===== src/rtl/mem_arb.sv =====
// Purpose : single-port burst-bus arbiter shared by I-cache refills and D-cache
//           refills/writebacks, plus the atomic-operation bus lock (amo_req/amo_ack).
// Latency : request seen in IDLE -> bus_req next cycle; ack one cycle after the
//           last beat; at least one idle cycle between transactions.
// Backpressure: bus_req held until bus_gnt; read beats follow bus_rvalid and
//           write beats follow bus_wready (dc_wnext mirrors it), so the bus paces
//           every beat.
//
// Optional feature macro: ARB_RR_EN
//   defined   : round-robin between I-cache and D-cache when both are pending
//   undefined : fixed priority, D-cache over I-cache
//
// Port summary
//   clk, rst_n            clock, synchronous active-low reset
//   ic_req_i/ic_addr_i    I-cache line read request and line address
//   ic_rdata_o/_rvalid_o  read beats routed to the I-cache
//   ic_ack_o              one-cycle completion pulse to the I-cache
//   dc_req_i/dc_we_i      D-cache request; we=1 writeback, we=0 refill
//   dc_addr_i/dc_wdata_i  D-cache line address and current write beat
//   dc_wnext_o            write beat consumed, D-cache advances
//   dc_rdata_o/_rvalid_o  read beats routed to the D-cache
//   dc_ack_o              one-cycle completion pulse to the D-cache
//   amo_req_i/amo_ack_o   atomic bus lock request / lock held
//   bus_*                 external burst bus (req/gnt, we, addr, wdata/wready,
//                         rdata/rvalid)

module mem_arb #(
   parameter int ADDR_W    = 64,
   parameter int DATA_W    = 64,
   parameter int BURST_LEN = 8
) (
   input  logic              clk,
   input  logic              rst_n,

   // I-cache side
   input  logic              ic_req_i,
   input  logic [ADDR_W-1:0] ic_addr_i,
   output logic [DATA_W-1:0] ic_rdata_o,
   output logic              ic_rvalid_o,
   output logic              ic_ack_o,

   // D-cache side
   input  logic              dc_req_i,
   input  logic              dc_we_i,
   input  logic [ADDR_W-1:0] dc_addr_i,
   input  logic [DATA_W-1:0] dc_wdata_i,
   output logic              dc_wnext_o,
   output logic [DATA_W-1:0] dc_rdata_o,
   output logic              dc_rvalid_o,
   output logic              dc_ack_o,

   // Atomic lock
   input  logic              amo_req_i,
   output logic              amo_ack_o,

   // External bus
   output logic              bus_req_o,
   output logic              bus_we_o,
   output logic [ADDR_W-1:0] bus_addr_o,
   input  logic              bus_gnt_i,
   output logic [DATA_W-1:0] bus_wdata_o,
   input  logic              bus_wready_i,
   input  logic [DATA_W-1:0] bus_rdata_i,
   input  logic              bus_rvalid_i
);

   localparam int CNT_W = (BURST_LEN > 1) ? $clog2(BURST_LEN) : 1;
   localparam logic [CNT_W-1:0] LAST_BEAT = CNT_W'(BURST_LEN - 1);
   localparam logic [CNT_W-1:0] CNT_ONE   = CNT_W'(1);

   typedef enum logic [2:0] {
      S_IDLE = 3'd0,
      S_REQ  = 3'd1,
      S_RD   = 3'd2,
      S_WR   = 3'd3,
      S_DONE = 3'd4
   } state_t;

   typedef enum logic {
      OWN_IC = 1'b0,
      OWN_DC = 1'b1
   } owner_t;

   // ------------------------------------------------------------------
   // State
   // ------------------------------------------------------------------
   state_t            state_q,   state_d;
   owner_t            owner_q,   owner_d;
   logic [CNT_W-1:0]  cnt_q,     cnt_d;
   logic              lock_q,    lock_d;
   logic [ADDR_W-1:0] addr_q,    addr_d;
   logic              we_q,      we_d;
   // Set when a requester keeps req high through its own DONE cycle; that
   // request is stale and must not win again until req has been seen low.
   logic              ic_hold_q, ic_hold_d;
   logic              dc_hold_q, dc_hold_d;
`ifdef ARB_RR_EN
   owner_t            last_owner_q, last_owner_d;
`endif

   // ------------------------------------------------------------------
   // Requester selection (only consulted in IDLE)
   // ------------------------------------------------------------------
   logic ic_elig;
   logic dc_elig;
   logic pick_dc;

   // The I-cache is masked while the lock is held and also in the very
   // cycle amo_req arrives, so a simultaneous amo_req beats ic_req.
   assign ic_elig = ic_req_i & ~ic_hold_q & ~lock_q & ~amo_req_i;
   assign dc_elig = dc_req_i & ~dc_hold_q;

`ifdef ARB_RR_EN
   always_comb begin
      pick_dc = dc_elig;
      if (ic_elig && dc_elig) begin
         pick_dc = (last_owner_q == OWN_IC);
      end
   end
`else
   assign pick_dc = dc_elig;
`endif

   // ------------------------------------------------------------------
   // Next-state and outputs
   // ------------------------------------------------------------------
   always_comb begin
      state_d     = state_q;
      owner_d     = owner_q;
      cnt_d       = cnt_q;
      addr_d      = addr_q;
      we_d        = we_q;
      lock_d      = lock_q;
`ifdef ARB_RR_EN
      last_owner_d = last_owner_q;
`endif

      bus_req_o   = 1'b0;
      bus_wdata_o = '0;
      ic_rvalid_o = 1'b0;
      ic_ack_o    = 1'b0;
      dc_rvalid_o = 1'b0;
      dc_wnext_o  = 1'b0;
      dc_ack_o    = 1'b0;

      // Lock only takes effect between transactions; dropping amo_req
      // releases it on the next edge whatever the state, and any
      // in-flight D-cache burst simply runs to completion.
      if (!amo_req_i) begin
         lock_d = 1'b0;
      end else if (state_q == S_IDLE) begin
         lock_d = 1'b1;
      end

      // Stale-request tracking
      ic_hold_d = ic_hold_q & ic_req_i;
      dc_hold_d = dc_hold_q & dc_req_i;
      if (state_q == S_DONE) begin
         if (owner_q == OWN_IC) ic_hold_d = ic_req_i;
         else                   dc_hold_d = dc_req_i;
      end

      case (state_q)
         S_IDLE: begin
            if (ic_elig || dc_elig) begin
               state_d = S_REQ;
               if (pick_dc) begin
                  owner_d = OWN_DC;
                  addr_d  = dc_addr_i;
                  we_d    = dc_we_i;
               end else begin
                  owner_d = OWN_IC;
                  addr_d  = ic_addr_i;
                  we_d    = 1'b0;
               end
            end
         end

         S_REQ: begin
            bus_req_o = 1'b1;
            if (bus_gnt_i) begin
               state_d = we_q ? S_WR : S_RD;
            end
         end

         S_RD: begin
            if (bus_rvalid_i) begin
               ic_rvalid_o = (owner_q == OWN_IC);
               dc_rvalid_o = (owner_q == OWN_DC);
               cnt_d       = cnt_q + CNT_ONE;
               if (cnt_q == LAST_BEAT) begin
                  state_d = S_DONE;
               end
            end
         end

         S_WR: begin
            // Only the D-cache ever writes, so its beat goes straight out.
            bus_wdata_o = dc_wdata_i;
            dc_wnext_o  = bus_wready_i;
            if (bus_wready_i) begin
               cnt_d = cnt_q + CNT_ONE;
               if (cnt_q == LAST_BEAT) begin
                  state_d = S_DONE;
               end
            end
         end

         S_DONE: begin
            ic_ack_o = (owner_q == OWN_IC);
            dc_ack_o = (owner_q == OWN_DC);
            cnt_d    = '0;
`ifdef ARB_RR_EN
            last_owner_d = owner_q;
`endif
            state_d  = S_IDLE;
         end

         default: begin
            state_d = S_IDLE;
         end
      endcase
   end

   // ------------------------------------------------------------------
   // Registers
   // ------------------------------------------------------------------
   always_ff @(posedge clk) begin
      if (!rst_n) begin
         state_q   <= S_IDLE;
         owner_q   <= OWN_IC;
         cnt_q     <= '0;
         lock_q    <= 1'b0;
         addr_q    <= '0;
         we_q      <= 1'b0;
         ic_hold_q <= 1'b0;
         dc_hold_q <= 1'b0;
      end else begin
         state_q   <= state_d;
         owner_q   <= owner_d;
         cnt_q     <= cnt_d;
         lock_q    <= lock_d;
         addr_q    <= addr_d;
         we_q      <= we_d;
         ic_hold_q <= ic_hold_d;
         dc_hold_q <= dc_hold_d;
      end
   end

`ifdef ARB_RR_EN
   always_ff @(posedge clk) begin
      if (!rst_n) begin
         last_owner_q <= OWN_IC;
      end else begin
         last_owner_q <= last_owner_d;
      end
   end
`endif

   // ------------------------------------------------------------------
   // Registered and passthrough outputs
   // ------------------------------------------------------------------
   assign bus_addr_o = addr_q;
   assign bus_we_o   = we_q;
   assign amo_ack_o  = lock_q;
   assign ic_rdata_o = bus_rdata_i;
   assign dc_rdata_o = bus_rdata_i;

endmodule


===== config.mk =====
export PLATFORM = sky130hd
export DESIGN_NAME = mem_arb
export DESIGN_NICKNAME = d
export VERILOG_FILES = /design/src/rtl/mem_arb.sv
export SDC_FILE = /design/constraint.sdc
export NUM_CORES = 1
export LEC_CHECK = 0
export ABC_AREA = 1
export CORE_AREA = 2 2 205 207
export CTS_CLUSTER_SIZE = 12
export DETAILED_ROUTE_END_ITERATION = 12
export DIE_AREA = 0 0 207 209
export DONT_BUFFER_PORTS = 1
export SLEW_MARGIN = 20
export SYNTH_ARGS = -nofsm -noshare
export SYNTH_HDL_FRONTEND = slang
export SYNTH_SLANG_ARGS = --single-unit
export TNS_END_PERCENT = 50

===== constraint.sdc =====
create_clock -name clk -period 1.5 [get_ports clk]
set_input_delay 0.375 -clock clk [delete_from_list [all_inputs] [get_ports clk]]
set_output_delay 0.375 -clock clk [all_outputs]
set_load 0.01 [all_outputs]

=== Word-level counts from Yosys, hierarchy flattened ===
Index checks and enable logic that the tools add are counted.

* Bits in registers: 75
* Output and inout port bits: 264
* Logic and storage cells: 62
* Input port bits: 265

* Multiplexer cells: 26
* Add/subtract/negate cells: 1
* Bitwise logic cells: 11
* Reductions and logical operators: 7
* Equal/unequal tests: 9

{| class="wikitable"
|+ Operator list
! kind !! count
|-
| two-way mux 64 bit || 2
|-
| two-way mux 3 bit || 7
|-
| two-way mux 1 bit || 15
|-
| one-hot mux 3 bit (4 select lines) || 1
|-
| one-hot mux 3 bit (3 select lines) || 1
|-
| bitwise AND 1 bit || 6
|-
| equality test 3 x 2 -> 1 bit, second input constant || 2
|-
| equality test 3 bit, second input constant || 2
|-
| != test 2 bit, second input constant || 3
|-
| NOT 1 bit || 5
|-
| AND reduction 2 bit || 2
|-
| AND reduction 4 bit || 1
|-
| adder 3 x 1 -> 3 bit, second input constant || 1
|-
| equality test 3 x 1 -> 1 bit, second input constant || 1
|-
| zero test 3 bit || 1
|-
| AND reduction 3 bit || 1
|-
| nonzero test 3 bit || 1
|-
| != test 2 x 1 -> 1 bit, second input constant || 1
|-
| logical OR 1 bit || 1
|}

=== Logic depth before layout (Yosys ltp) ===
* Word-level depth: 7
* Mapped depth: 9
* Gate-level depth less buffers: 9

=== Least setup slack after synthesis ===
OpenSTA, ideal clock, no wires.

* Path type: register -> output
* From: reg state_q[1]
* To: out bus_wdata_o[10]
* Arrival: 1149 ps
* Buffers on the path: 2
* Stages on the path, launching flop included: 7
* Data required time: 1125 ps
* Setup slack: -24 ps
* Path through: dfxtp_1 -> nand2_1 -> nor2_1 -> inv_1 -> clkbuf_1 -> buf_2 -> nor2_1

* Word-level cells in the longest chain between the ends: 2

{| class="wikitable"
|+ RTL lines
! element !! RTL line !! source
|-
| start: declaration || 87 || <nowiki>state_t state_q, state_d;</nowiki>
|-
| start signal: assignment || 239 || <nowiki>state_q <= state_d;</nowiki>
|-
| equality test 3 x 2 -> 1 bit || 163 || <nowiki>case (state_q)</nowiki>
|-
| two-way mux 64 bit || 163 ||
|-
| end: declaration || 61 || <nowiki>output logic [DATA_W-1:0] bus_wdata_o,</nowiki>
|}

Every way passes these cells.

=== Worst setup path after layout ===
* From: reg state_q[1]
* To: out bus_wdata_o[13]

The elaborated chain is that of the path after synthesis.

==> impl_results.md <==
- Run status: finished with violations
- Violated checks: setup timing
- Worst EP required: 1.12 ns
- CP max FO: 12
- Leakage: 0.00248 uW
- ANT nets after route: 0
- CP Cell Sequence: nand2_2 > nor2_4 > inv_6 > clkbuf_16 > nor2_1
- Max-cap viol count: 0
- Netlist cell types: 17
- Buffers on Ports: 0
- Placed insts: 1232
- DRT Pass-1 Iters: 5
- Achievable frequency: 559 MHz
- Slew margin rel.: 72.1%
- Drt total wl: 20100 um
- GRT overflow: 0
- Syn Inst Count: 841
- Avg WL per Cell: 16.0 um
- Power, Total: 9140 uW
- First-pass GRT wire length: 26700 um
- Layout cell share with drive strength beyond 1: 16.6%
- Type of origin of the critical path: flip-flop
- Synth cell count leaders: nand2_1, buf_4, nor2_1
- Worst setup startpoint: state_q[1]$_SDFFE_PN0P_
- Starting Density: 12.4%
- RePlAce Congestion: 0.764
- Post-synth ARST share: 0%
- Largest net degree at the start of global routing: 72
- Row Count: 75
- DRC Markers: 0
- Ports: 529
- Die W: 207 um
- Num Clock Sinks: 75
- Dpl ws: -0.00115 ns
- Tot GR Track Use: 8.57%
- Post-Syn Area: 5120 um^2
- Root Buffer: clkbuf_16
- Area contributors post-synth: dfxtp_1, nand2_1, buf_4
- Die Ht: 209 um
- Via Count: 4657
- Fin Clk Skew: 0.0108 ns
- Final Max Slew Viols: 0
- Syn avg cell area: 6.09 um^2
- Pwr/cell area: 1590 nW/um^2
- Vias per cell: 3.71
- Inserted Clock Buffers: 9
- PnR worst setup slack: -0.290 ns
- CP peak stage delay: 0.35 ns
- Max Root-Sink Buffers: 2
- Yosys warns: 0
- Fin. Hold Viols: 0
- Area leader, netlist: dfxtp_1
- H-tree depth: 3
- FF+latch count, synth: 75
- Least-Margin Pin Slew: 0.418 ns
- Post-synth EDFFs: 0
- Most common cell in the netlist: nand2_1
- Clk slew on worst S/H paths: 0.06 ns
- Initial antenna violation count: 1
- Most used DFF post-synth: dfxtp_1
- Placeable Area: 41300 um^2
- Crit share post-route: 119%
- Worst-skew pair later-pin latency: 0.37 ns
- 1st-iter DRT viols: 209
- TritonCTS clock tree: built
- RSZ-0062 raised after global routing: true
- Post-Synthesis Net Count: 1108
- CP max stage cell: dfxtp_2
- Hold Startpoint: rst_n
- Detailed-placement wirelength estimate: 15000 um
- Hold WC Path Type: input port to flip-flop
- Setup-failing EPs final: 124
- WHS: 0.114 ns
- Area grow syn2layout: 12.6%
- Sequential element share of the synthesized area: 29.3%
- Layout fillers: 4773
- FF-to-FF Start: state_q[1]$_SDFFE_PN0P_
- Peak VDD IR: 0.705 mV
- Fin crit period: 1.79 ns
- Die area: 43300 um^2
- Crit path arrival time: 1.41 ns
- Critical path endpoint category: primary output
- Fin cells: 1256
- Layout Nets: 978
- Share of the synthesized area in the top cell type: 29.3%
- Critical path type: flip-flop to primary output
- Vias in the first global route: 4274
==> kinds of logic (layout without fill, tap and decap cells) <==
| group | after synthesis | in the layout | share of synthesized area, % |
|---|---|---|---|
| AND/OR/NAND/NOR | 434 | 434 | 34.1 |
| buffers and inverters | 255 | 130 | 28.8 |
| AO/OA/AOI/OAI | 75 | 75 | 7.33 |
| flip-flops | 75 | 75 | 29.3 |
| adder cells (fa/ha/maj) | 2 | 2 | 0.489 |
| other | 0 | 1 | 0 |
==> layer usage <==
metal	track usage [%]	up-vias	routed length, um
met5	0	-	0
met1	9.11	2091	7450
met4	6.06	0	1250
met3	4.27	95	2300
li1	-	2183	-
met2	13.3	288	9140
==> flip-flops by register name, summed over array words and instances (netlist names) <==
register	flops
dc_hold_q	1
amo_ack_o	1
ic_hold_q	1
state_q	3
bus_we_o	1
cnt_q	3
owner_q	1
bus_addr_o	64
==> final cells by class <==
type	instances	area, um^2	area share (%)
tap	539	674	11.7
sequential	75	1510	26.2
inverter	78	305	5.30
clock inverter	5	53.8	0.934
antenna	1	2.50	0.0434
timing repair buffer	36	469	8.14
multi-input combinational	511	2520	43.7
clock buffer	11	233	4.04
==> stage by stage <==
step                      setup TNS (ns)  utilization [%]  area [um^2]
after detailed placement        -0.00115             12.0         4960
after global routing              -28.88             14.0         5760
after global placement                 0             12.0         4960
final                             -18.36             14.0         5760
after CTS                         -19.90             12.9         5340
after floorplan                    -1.19                -         5120
==> cell usage in the layout, fill, tap and decap left out, types with 2 or more instances in the layout <==
master     Yosys  final
dfxtp_1       75     72
a21oi_2        0      3
dfxtp_2        0      2
clkbuf_16      0     11
nand2_1      275    270
nor2_1        79     31
inv_1         77     73
clkbuf_1      19      2
nor2_4         0     39
nor3_2         0      2
a21oi_1       71     68
buf_6          0      5
buf_12         0     10
ha_1           2      2
o21ai_0        4      4
buf_4        129     18
nand3_1       73     71
clkinv_2       0      3
nor2_2         0      9
nand4_1        2      2
inv_4          0      3
nand2_2        0      4
==> final timing paths <==
kind / end / slack, ns / depth (start not counted)
setup / recovery: bus_wdata_o[13] / -0.29 / 5
hold / removal: state_q[0]$_SDFFE_PN0P_ / 0.11 / 2
setup reg to reg: bus_addr_o[51]$_SDFFE_PN0P_ / -0.10 / 7
hold reg to reg: cnt_q[0]$_SDFFE_PN0P_ / 0.47 / 2
==> where the power goes <==
part	internal (uW)	switching, uW
clock network	1280	965
registers	2470	579
logic	1420	2420
==> critical path: cells and delay by family (launching register included) <==
family,cells,cell delay [ns]
buffers and inverters,2,0.26
and+or+nand+nor,3,0.44
DFF,1,0.35
==> timing repair <==
action | 4_1_cts | 5_1_grt
cloned | 0 | 3
hold buffers | 0 | 0
setup endpoints to repair | 72 | 139
gates resized for setup | 23 | 94
pin swaps | 29 | 9
setup buffers | 2 | 2
Note: power is estimated with default switching activity, not from simulation.
